`src/rtl/math_multiplier_arbiter.sv`:
```
// Round-robin arbiter that shares one combinational N x N array multiplier
// between two valid/ready requesters, with one result buffer per requester.

module math_multiplier_array #(
    parameter int N = 4
) (
    input  logic [N-1:0]   a,
    input  logic [N-1:0]   b,
    output logic [2*N-1:0] p
);

    logic [2*N-1:0] acc [N+1];

    assign acc[0] = '0;

    // Each row adds the multiplicand shifted by its bit position when that multiplier bit is set.
    for (genvar i = 0; i < N; i++) begin : g_row
        assign acc[i+1] = acc[i] + (b[i] ? ({{N{1'b0}}, a} << i) : '0);
    end

    assign p = acc[N];

endmodule

module math_multiplier_arbiter #(
    parameter int N = 4
) (
    input  logic           clk,
    input  logic           rst_n,
    input  logic           req0_valid,
    output logic           req0_ready,
    input  logic [N-1:0]   req0_a,
    input  logic [N-1:0]   req0_b,
    output logic           rsp0_valid,
    input  logic           rsp0_ready,
    output logic [2*N-1:0] rsp0_p,
    input  logic           req1_valid,
    output logic           req1_ready,
    input  logic [N-1:0]   req1_a,
    input  logic [N-1:0]   req1_b,
    output logic           rsp1_valid,
    input  logic           rsp1_ready,
    output logic [2*N-1:0] rsp1_p,
    output logic           busy
);

    logic           stage_valid;
    logic           stage_tag;
    logic [N-1:0]   stage_a;
    logic [N-1:0]   stage_b;
    logic           last;
    logic [2*N-1:0] product;
    logic           elig0;
    logic           elig1;
    logic           gnt0;
    logic           gnt1;

    math_multiplier_array #(.N(N)) u_array (
        .a (stage_a),
        .b (stage_b),
        .p (product)
    );

    // A requester qualifies only when neither its buffer nor the operand stage holds its work,
    // so a buffer is never written while full.
    always_comb begin
        // NOTE: every signal is assigned on every pass, so no latch can be inferred.
        elig0 = req0_valid && !rsp0_valid && !(stage_valid && !stage_tag);
        elig1 = req1_valid && !rsp1_valid && !(stage_valid && stage_tag);
        gnt0  = elig0 && (!elig1 || last);
        gnt1  = elig1 && (!elig0 || !last);
    end

    assign req0_ready = gnt0;
    assign req1_ready = gnt1;
    assign busy       = stage_valid;

    always_ff @(posedge clk or negedge rst_n) begin
        if (!rst_n) begin
            stage_valid <= 1'b0;
            stage_tag   <= 1'b0;
            stage_a     <= '0;
            stage_b     <= '0;
            last        <= 1'b1;
            rsp0_valid  <= 1'b0;
            rsp0_p      <= '0;
            rsp1_valid  <= 1'b0;
            rsp1_p      <= '0;
        end else begin
            // NOTE: non-blocking updates let the retiring op read the old stage while the new one is captured.
            stage_valid <= gnt0 || gnt1;
            if (gnt0 || gnt1) begin
                stage_a   <= gnt0 ? req0_a : req1_a;
                stage_b   <= gnt0 ? req0_b : req1_b;
                stage_tag <= gnt1;
                last      <= gnt1;
            end

            if (rsp0_valid && rsp0_ready) rsp0_valid <= 1'b0;
            if (rsp1_valid && rsp1_ready) rsp1_valid <= 1'b0;

            if (stage_valid) begin
                if (stage_tag) begin
                    rsp1_valid <= 1'b1;
                    rsp1_p     <= product;
                end else begin
                    rsp0_valid <= 1'b1;
                    rsp0_p     <= product;
                end
            end
        end
    end

endmodule
```
`config.mk`:
```
export PLATFORM = sky130hd
export DESIGN_NAME = math_multiplier_arbiter
export DESIGN_NICKNAME = d
export VERILOG_FILES = /design/src/rtl/math_multiplier_arbiter.sv
export SDC_FILE = /design/constraint.sdc
export NUM_CORES = 1
export LEC_CHECK = 0
export BUFFER_PORTS_ARGS = -buffer_cell sky130_fd_sc_hd__buf_4
export CORE_MARGIN = 3
export CORE_UTILIZATION = 30
export DETAILED_ROUTE_END_ITERATION = 8
export SETUP_SLACK_MARGIN = 0.2
export SLEW_MARGIN = 20
export SYNTH_ARGS = -nofsm -noshare
export SYNTH_HDL_FRONTEND = slang
export SYNTH_SLANG_ARGS = --single-unit
```
`constraint.sdc`:
```
create_clock -name clk -period 5.1 [get_ports clk]
set_input_delay 1.02 -clock clk [delete_from_list [all_inputs] [get_ports clk]]
set_output_delay 1.02 -clock clk [all_outputs]
set_load 0.01 [all_outputs]
```
### Word-level counts from Yosys, hierarchy flattened

Cells that the tools add are included.
W data, S select, Z words.

| word-level totals | value |
|---|---|
| output and inout port bits | 21 |
| logic and storage cells | 48 |
| input port bits | 22 |
| flip-flop bits (word level) | 29 |

| operators by class | value |
|---|---|
| reductions and logical operators | 23 |
| bitwise gates (word level) | 1 |
| muxes and demuxes | 12 |
| add/subtract/negate cells | 3 |

Operators with widths:

| operator | count |
|---|---|
| $mux W4 | 3 |
| $logic_and A1 B1 Y1 | 10 |
| $add A8 B6 Y8 | 1 |
| $add A8 B7 Y8 | 1 |
| $add A8 B8 Y8 | 1 |
| $logic_not A1 Y1 | 8 |
| $mux W7 | 1 |
| $mux W1 | 6 |
| $mux W6 | 1 |
| $mux W5 | 1 |
| $reduce_and A2 Y1 | 2 |
| $logic_or A1 B1 Y1 | 3 |
| $not A1 Y1 | 1 |

### Longest topological paths before layout

| depth | value |
|---|---|
| word-level depth | 8 |
| depth in mapped cells | 12 |
| depth with buffers taken out | 12 |

### Modules after synthesis

From an unflattened synthesis, not the netlist that was laid out.

| second synthesis, totals | value |
|---|---|
| cell total of the unflattened synthesis | 136 |
| area, all modules | 1651.6 um2 |

By module, submodules not included:

| module | area each (um2) | cells each | seq. area each (um2) | times used |
|---|---|---|---|---|
| math_multiplier_arbiter | 1266.2 | 94 | 726.9 | 1 |
| math_multiplier_array | 385.4 | 42 | 0.0 | 1 |

### Least setup slack after synthesis

No wires, ideal clock.

| path | value |
|---|---|
| path type | reg-to-reg |
| from | register stage_a[0] |
| to | register rsp0_p[7] |
| path buffers | 0 |
| slack | 2247 ps |
| arrival time | 2725 ps |
| period minus slack after synthesis | 2853 ps |
| data required time | 4971 ps |
| stages on the path, launching flop included | 13 |
| setup time | 129 ps |
| path through | dfrtp_1 > and2_1 > fa_1 > inv_1 > fa_1 > inv_1 > ha_1 > inv_1 > fa_1 > nor2b_1 > o21ai_0 > a21boi_0 > o31ai_1 |

| on the way | value |
|---|---|
| cells in the longest elaborated chain, start to end | 4 |
| elaborated cells on any way between the ends | 7 |
| classes of those cells | add/sub: 3; mux: 4 |

Ends and longest elaborated chain:

| item | RTL line | text |
|---|---|---|
| start: declaration | 49 | `logic [N-1:0] stage_a;` |
| start signal: assignment | 93 | `stage_a <= gnt0 ? req0_a : req1_a;` |
| $mux W4 or $mux W5 (tied branches) | 18 | `assign acc[i+1] = acc[i] + (b[i] ? ({{N{1'b0}}, a} << i) : '0);` |
| $add A8 B8 Y8 | 18 |  |
| $add A8 B6 Y8 | 18 |  |
| $add A8 B7 Y8 * | 18 |  |
| end signal: assignment | 108 | `rsp0_p <= product;` |
| end: declaration | 36 | `output logic [2*N-1:0] rsp0_p,` |

Every way passes the cells marked *; elsewhere a longest branch is shown, timed or not.
A chain may end at the register's enable or synchronous reset.

### Worst setup path after layout

| path | value |
|---|---|
| from | input req0_valid |
| to | output req1_ready |

| on the way | value |
|---|---|
| cells in the longest elaborated chain, start to end | 5 |

Ends and longest elaborated chain:

| item | RTL line | text |
|---|---|---|
| start: declaration | 30 | `input logic req0_valid,` |
| $logic_and A1 B1 Y1 (2 in series) | 68 | `elig0 = req0_valid && !rsp0_valid && !(stage_valid && !stage_tag);` |
| $logic_not A1 Y1 | 71 | `gnt1 = elig1 && (!elig0 \|\| !last);` |
| $logic_or A1 B1 Y1 | 71 |  |
| $logic_and A1 B1 Y1 | 71 |  |
| end: declaration | 38 | `output logic req1_ready,` |

No other way between the ends.

==> flow_metrics.tcl <==
set metrics [dict create \
    max-vdd-ir-drop_mv 0.301 \
    yosysTopAreaCell "sky130_fd_sc_hd__dfrtp_1" \
    p_leak_nw 0.986 \
    die_y_um 78.5 \
    timing.hold.worst.class "reg -> reg" \
    cpLargestDelayFamily "compound AO/OA/AOI/OAI gates" \
    first_global_vias 1174 \
    cts_tree "yes" \
    clock_sinks 29 \
    cts_root_buf "sky130_fd_sc_hd__clkbuf_8" \
    signed_area_change_from_the_synthesized_netlist_to_the_final_layout_pct 28.9 \
    cpMostUsedCell "sky130_fd_sc_hd__buf_4" \
    setup_viol 0 \
    synth_enable_flop_cells 0 \
    synthXorXnorAreaFrac_pct 1.11 \
    r2r_cells 12 \
    fp.coreArea_um2 4910 \
    slew_headroom_pct 63.8 \
    final_layout_setup_total_negative_slack_ps 0 \
    synth.lib_cells_used.distinct 26 \
    cts_buffers 5 \
    num-nets-final 235 \
    critPathArrivalTime_ps 2040 \
    r2r-start "stage_a[0]" \
    seqPwrFrac_pct 26.7 \
    syn_area_per_cell_um2 10.3 \
    grt_antenna_before_repair 0 \
    postCtsResizedCells 0 \
    cp-start-kind "input pin" \
    worst_r2r_endpoint "rsp0_p[7]" \
    final_critical_path_setup_slack_ps 2040 \
    total_via_count_after_detailed_routing 1161 \
    drt_drc_violations_left 0 \
    floorplan.initialDensity_pct 32.1 \
    clk_pin_slew_worst_paths_ps 60 \
    synth_mux_area_share_pct 4.29 \
    synth_nets 190 \
    min_path_cells 2 \
    design.portCount 43 \
    fraction_of_the_yosys_area_taken_by_sequential_cells_pct 46.1 \
    hold_viol 0 \
    post_synth_fa_ha_maj_area_fraction_pct 14.3 \
    yosys_warnings 0 \
    htree_levels 2 \
    critical_path_class "in -> out" \
    post-route-min-period_ps 3060 \
    cp_slowest_stage_delay_ps 450 \
    status "finished, final reports clean" \
    async_flop_share_pct 100 \
    synth.ff_latch_count 29 \
    crit_fanout 9 \
    layout-drive-gt1-share_pct 29.8 \
    intPower_uw 954 \
    worst_setup_slack_before_clock_tree_synthesis_ps 2030 \
    place.detailed.hpwl_um 2530 \
    drv.max_cap_violation_count 0 \
    totalPowerFinal_mw 1.67 \
    switching_power_uw 713 \
    synth.most_common_cell "sky130_fd_sc_hd__dfrtp_1" \
    synth_flop_cell "sky130_fd_sc_hd__dfrtp_1" \
    core.rowCount 25 \
    cp.required_ps 4080 \
    detailed_router_iteration_count_before_antenna_repair 4 \
    post-route-period-util_pct 60.0 \
    initialDrtViolationCount 40 \
    worstSetupEndpointType "output pin" \
    grt_use_total_pct 11.9 \
    port-buffer-count 42 \
    switching_share_pct 42.8 \
    postCtsSetupRepairBufs 0 \
    synth_commonest_cells "sky130_fd_sc_hd__dfrtp_1 (28), sky130_fd_sc_hd__nand2_1 (19), sky130_fd_sc_hd__nor2_1 (18)" \
    cts_hold_buf 0 \
    maxSlewViolCount 0 \
    combinational_family_with_the_most_area_after_synthesis "simple AND/OR/NAND/NOR gates" \
    post_drt_wl_per_cell_um 12.5 \
    global_route.overflow_total 0 \
    area_fraction_in_compound_gates_after_synthesis_pct 12.8 \
    synth_largest_type_area_fraction_pct 44.5 \
    gp_routability_congestion 0.746 \
    power.density_nw_per_um2 821 \
    antenna-diode-count 0 \
    design.die.area_um2 6160 \
    clock.fmax_ghz 0.327 \
    reg2reg_setup_slack_ps 2060 \
    netlist_top_cells_area "sky130_fd_sc_hd__dfrtp_1 (44%), sky130_fd_sc_hd__ha_1 (7.9%), sky130_fd_sc_hd__fa_1 (6.4%)" \
    n_fill_cell 514 \
    pwr-share-comb_pct 62.0 \
    crit_buf_inv 3 \
    drt-vias-per-instance 4.38 \
    overall_die_width_um 78.5 \
    min_to "rsp0_p[0]" \
    grt_start_max_net_pins 30 \
    post_synth_simple_gate_area_pct 16.6 \
    worstSkewPairLatency_ps 280 \
    totalWireLength_um 3310 \
    min_from "rsp0_p[0]" \
    clock_tree.buffer_depth 2 \
    timing.critical_path.cells "buf_4 -> nor2b_1 -> a311o_1 -> inv_2 -> buf_4" \
    grt_pass1_wl_um 5720 \
    critPathSlowestCell "sky130_fd_sc_hd__a311o_1" \
    netlist_instances 153 \
    clockPowerShare_pct 11.3 \
    clock_skew_ps 2.77 \
    grt_setup_unrepaired "false" \
    worst_slew_pin_slew_ps 543 \
    synth.cell_area_um2 1580 \
    ant_nets 0 \
]
-- per-layer routing --
metal / routed length (um) / track usage (%)
met1: 1550 / 15.7
met2: 1490 / 18.4
met3: 239 / 4.47
met4: 19 / 2.62
met5: 0 / 0
-- layout make-up --
class / count / area [um2] / share of cell area, %
tap: 67 / 83.8 / 4.13
multi-input combinational: 108 / 773 / 38.1
timing repair buffer: 42 / 315 / 15.5
sequential: 29 / 727 / 35.8
clock buffer: 7 / 86.3 / 4.25
inverter: 12 / 45.0 / 2.22
-- worst max-delay path by stage --
stage	start	endpoint	slack [ps]	cells past startpoint
2_1_floorplan	stage_a[0]	rsp0_p[7]	2250	12
3_3_place_gp	req0_valid	req1_ready	2030	5
3_5_place_dp	stage_a[0]	rsp0_p[7]	2030	12
4_1_cts	stage_a[0]	rsp0_p[7]	2020	12
5_1_grt	stage_a[0]	rsp0_p[7]	1810	12
6_report	req0_valid	req1_ready	2040	5
-- cell families (layout without fill, tap and decap cells) --
logic type      after synthesis  in the layout
buf+inv                      16             61
xor+xnor                      2              2
mux                           6              6
compound gates               29             29
simple gates                 56             56
fa+ha+maj                    15             15
flops                        29             29
-- sequential cells by signal, indices dropped and copies added, names as in the netlist --
register    count
last            1
busy            1
rsp1_valid      1
rsp0_p          8
stage_b         4
rsp0_valid      1
stage_tag       1
rsp1_p          8
stage_a         4
-- cell usage in the layout (no fill, tap or decap) --
master                      n
sky130_fd_sc_hd__a311o_1    1
sky130_fd_sc_hd__inv_1     11
sky130_fd_sc_hd__o22ai_1    8
sky130_fd_sc_hd__a21boi_0   1
sky130_fd_sc_hd__a21oi_1    2
sky130_fd_sc_hd__a21o_1     1
sky130_fd_sc_hd__o311ai_4   1
sky130_fd_sc_hd__ha_1      10
sky130_fd_sc_hd__nor3b_1    1
sky130_fd_sc_hd__o31ai_1    3
sky130_fd_sc_hd__inv_2      1
sky130_fd_sc_hd__nor2_1    18
sky130_fd_sc_hd__nor2b_1    3
sky130_fd_sc_hd__xor2_1     2
sky130_fd_sc_hd__mux2_2     6
sky130_fd_sc_hd__clkbuf_1   1
sky130_fd_sc_hd__and2_4     1
sky130_fd_sc_hd__nand2_1   19
sky130_fd_sc_hd__o22ai_2    1
sky130_fd_sc_hd__buf_4     42
sky130_fd_sc_hd__dfstp_2    1
sky130_fd_sc_hd__o21ai_0   11
sky130_fd_sc_hd__dfrtp_1   28
sky130_fd_sc_hd__fa_1       5
sky130_fd_sc_hd__nand2b_1   3
sky130_fd_sc_hd__and2_1    11
sky130_fd_sc_hd__clkbuf_8   6
-- power groups by stage --
stage	clock (mW)	combinational, mW	sequential, mW
after floorplan	0	0.724	0.461
after global placement	0	1.05	0.449
after detailed placement	0	1.06	0.452
after CTS	0.193	1.07	0.448
after global routing	0.204	1.21	0.467
final	0.188	1.03	0.446
-- worst min-delay path, cell delays in order (launching register included) --
cell	delay (ps)
sky130_fd_sc_hd__dfrtp_1	340
sky130_fd_sc_hd__nand2_1	50
sky130_fd_sc_hd__o21ai_0	60
-- per-stage QoR --
| step | area (um2) | std cells | util, % | hold WS, ps |
|---|---|---|---|---|
| 2_1_floorplan | 1580 | 153 | - | 491 |
| 3_3_place_gp | 1940 | 258 | 39.6 | 465 |
| 4_1_cts | 2030 | 265 | 41.4 | 486 |
| 5_1_grt | 2030 | 265 | 41.4 | 501 |
| 6_report | 2030 | 265 | 41.4 | 479 |
| 3_5_place_dp | 1940 | 258 | 39.6 | 472 |
No activity file was read; power rests on OpenSTA's default activity.
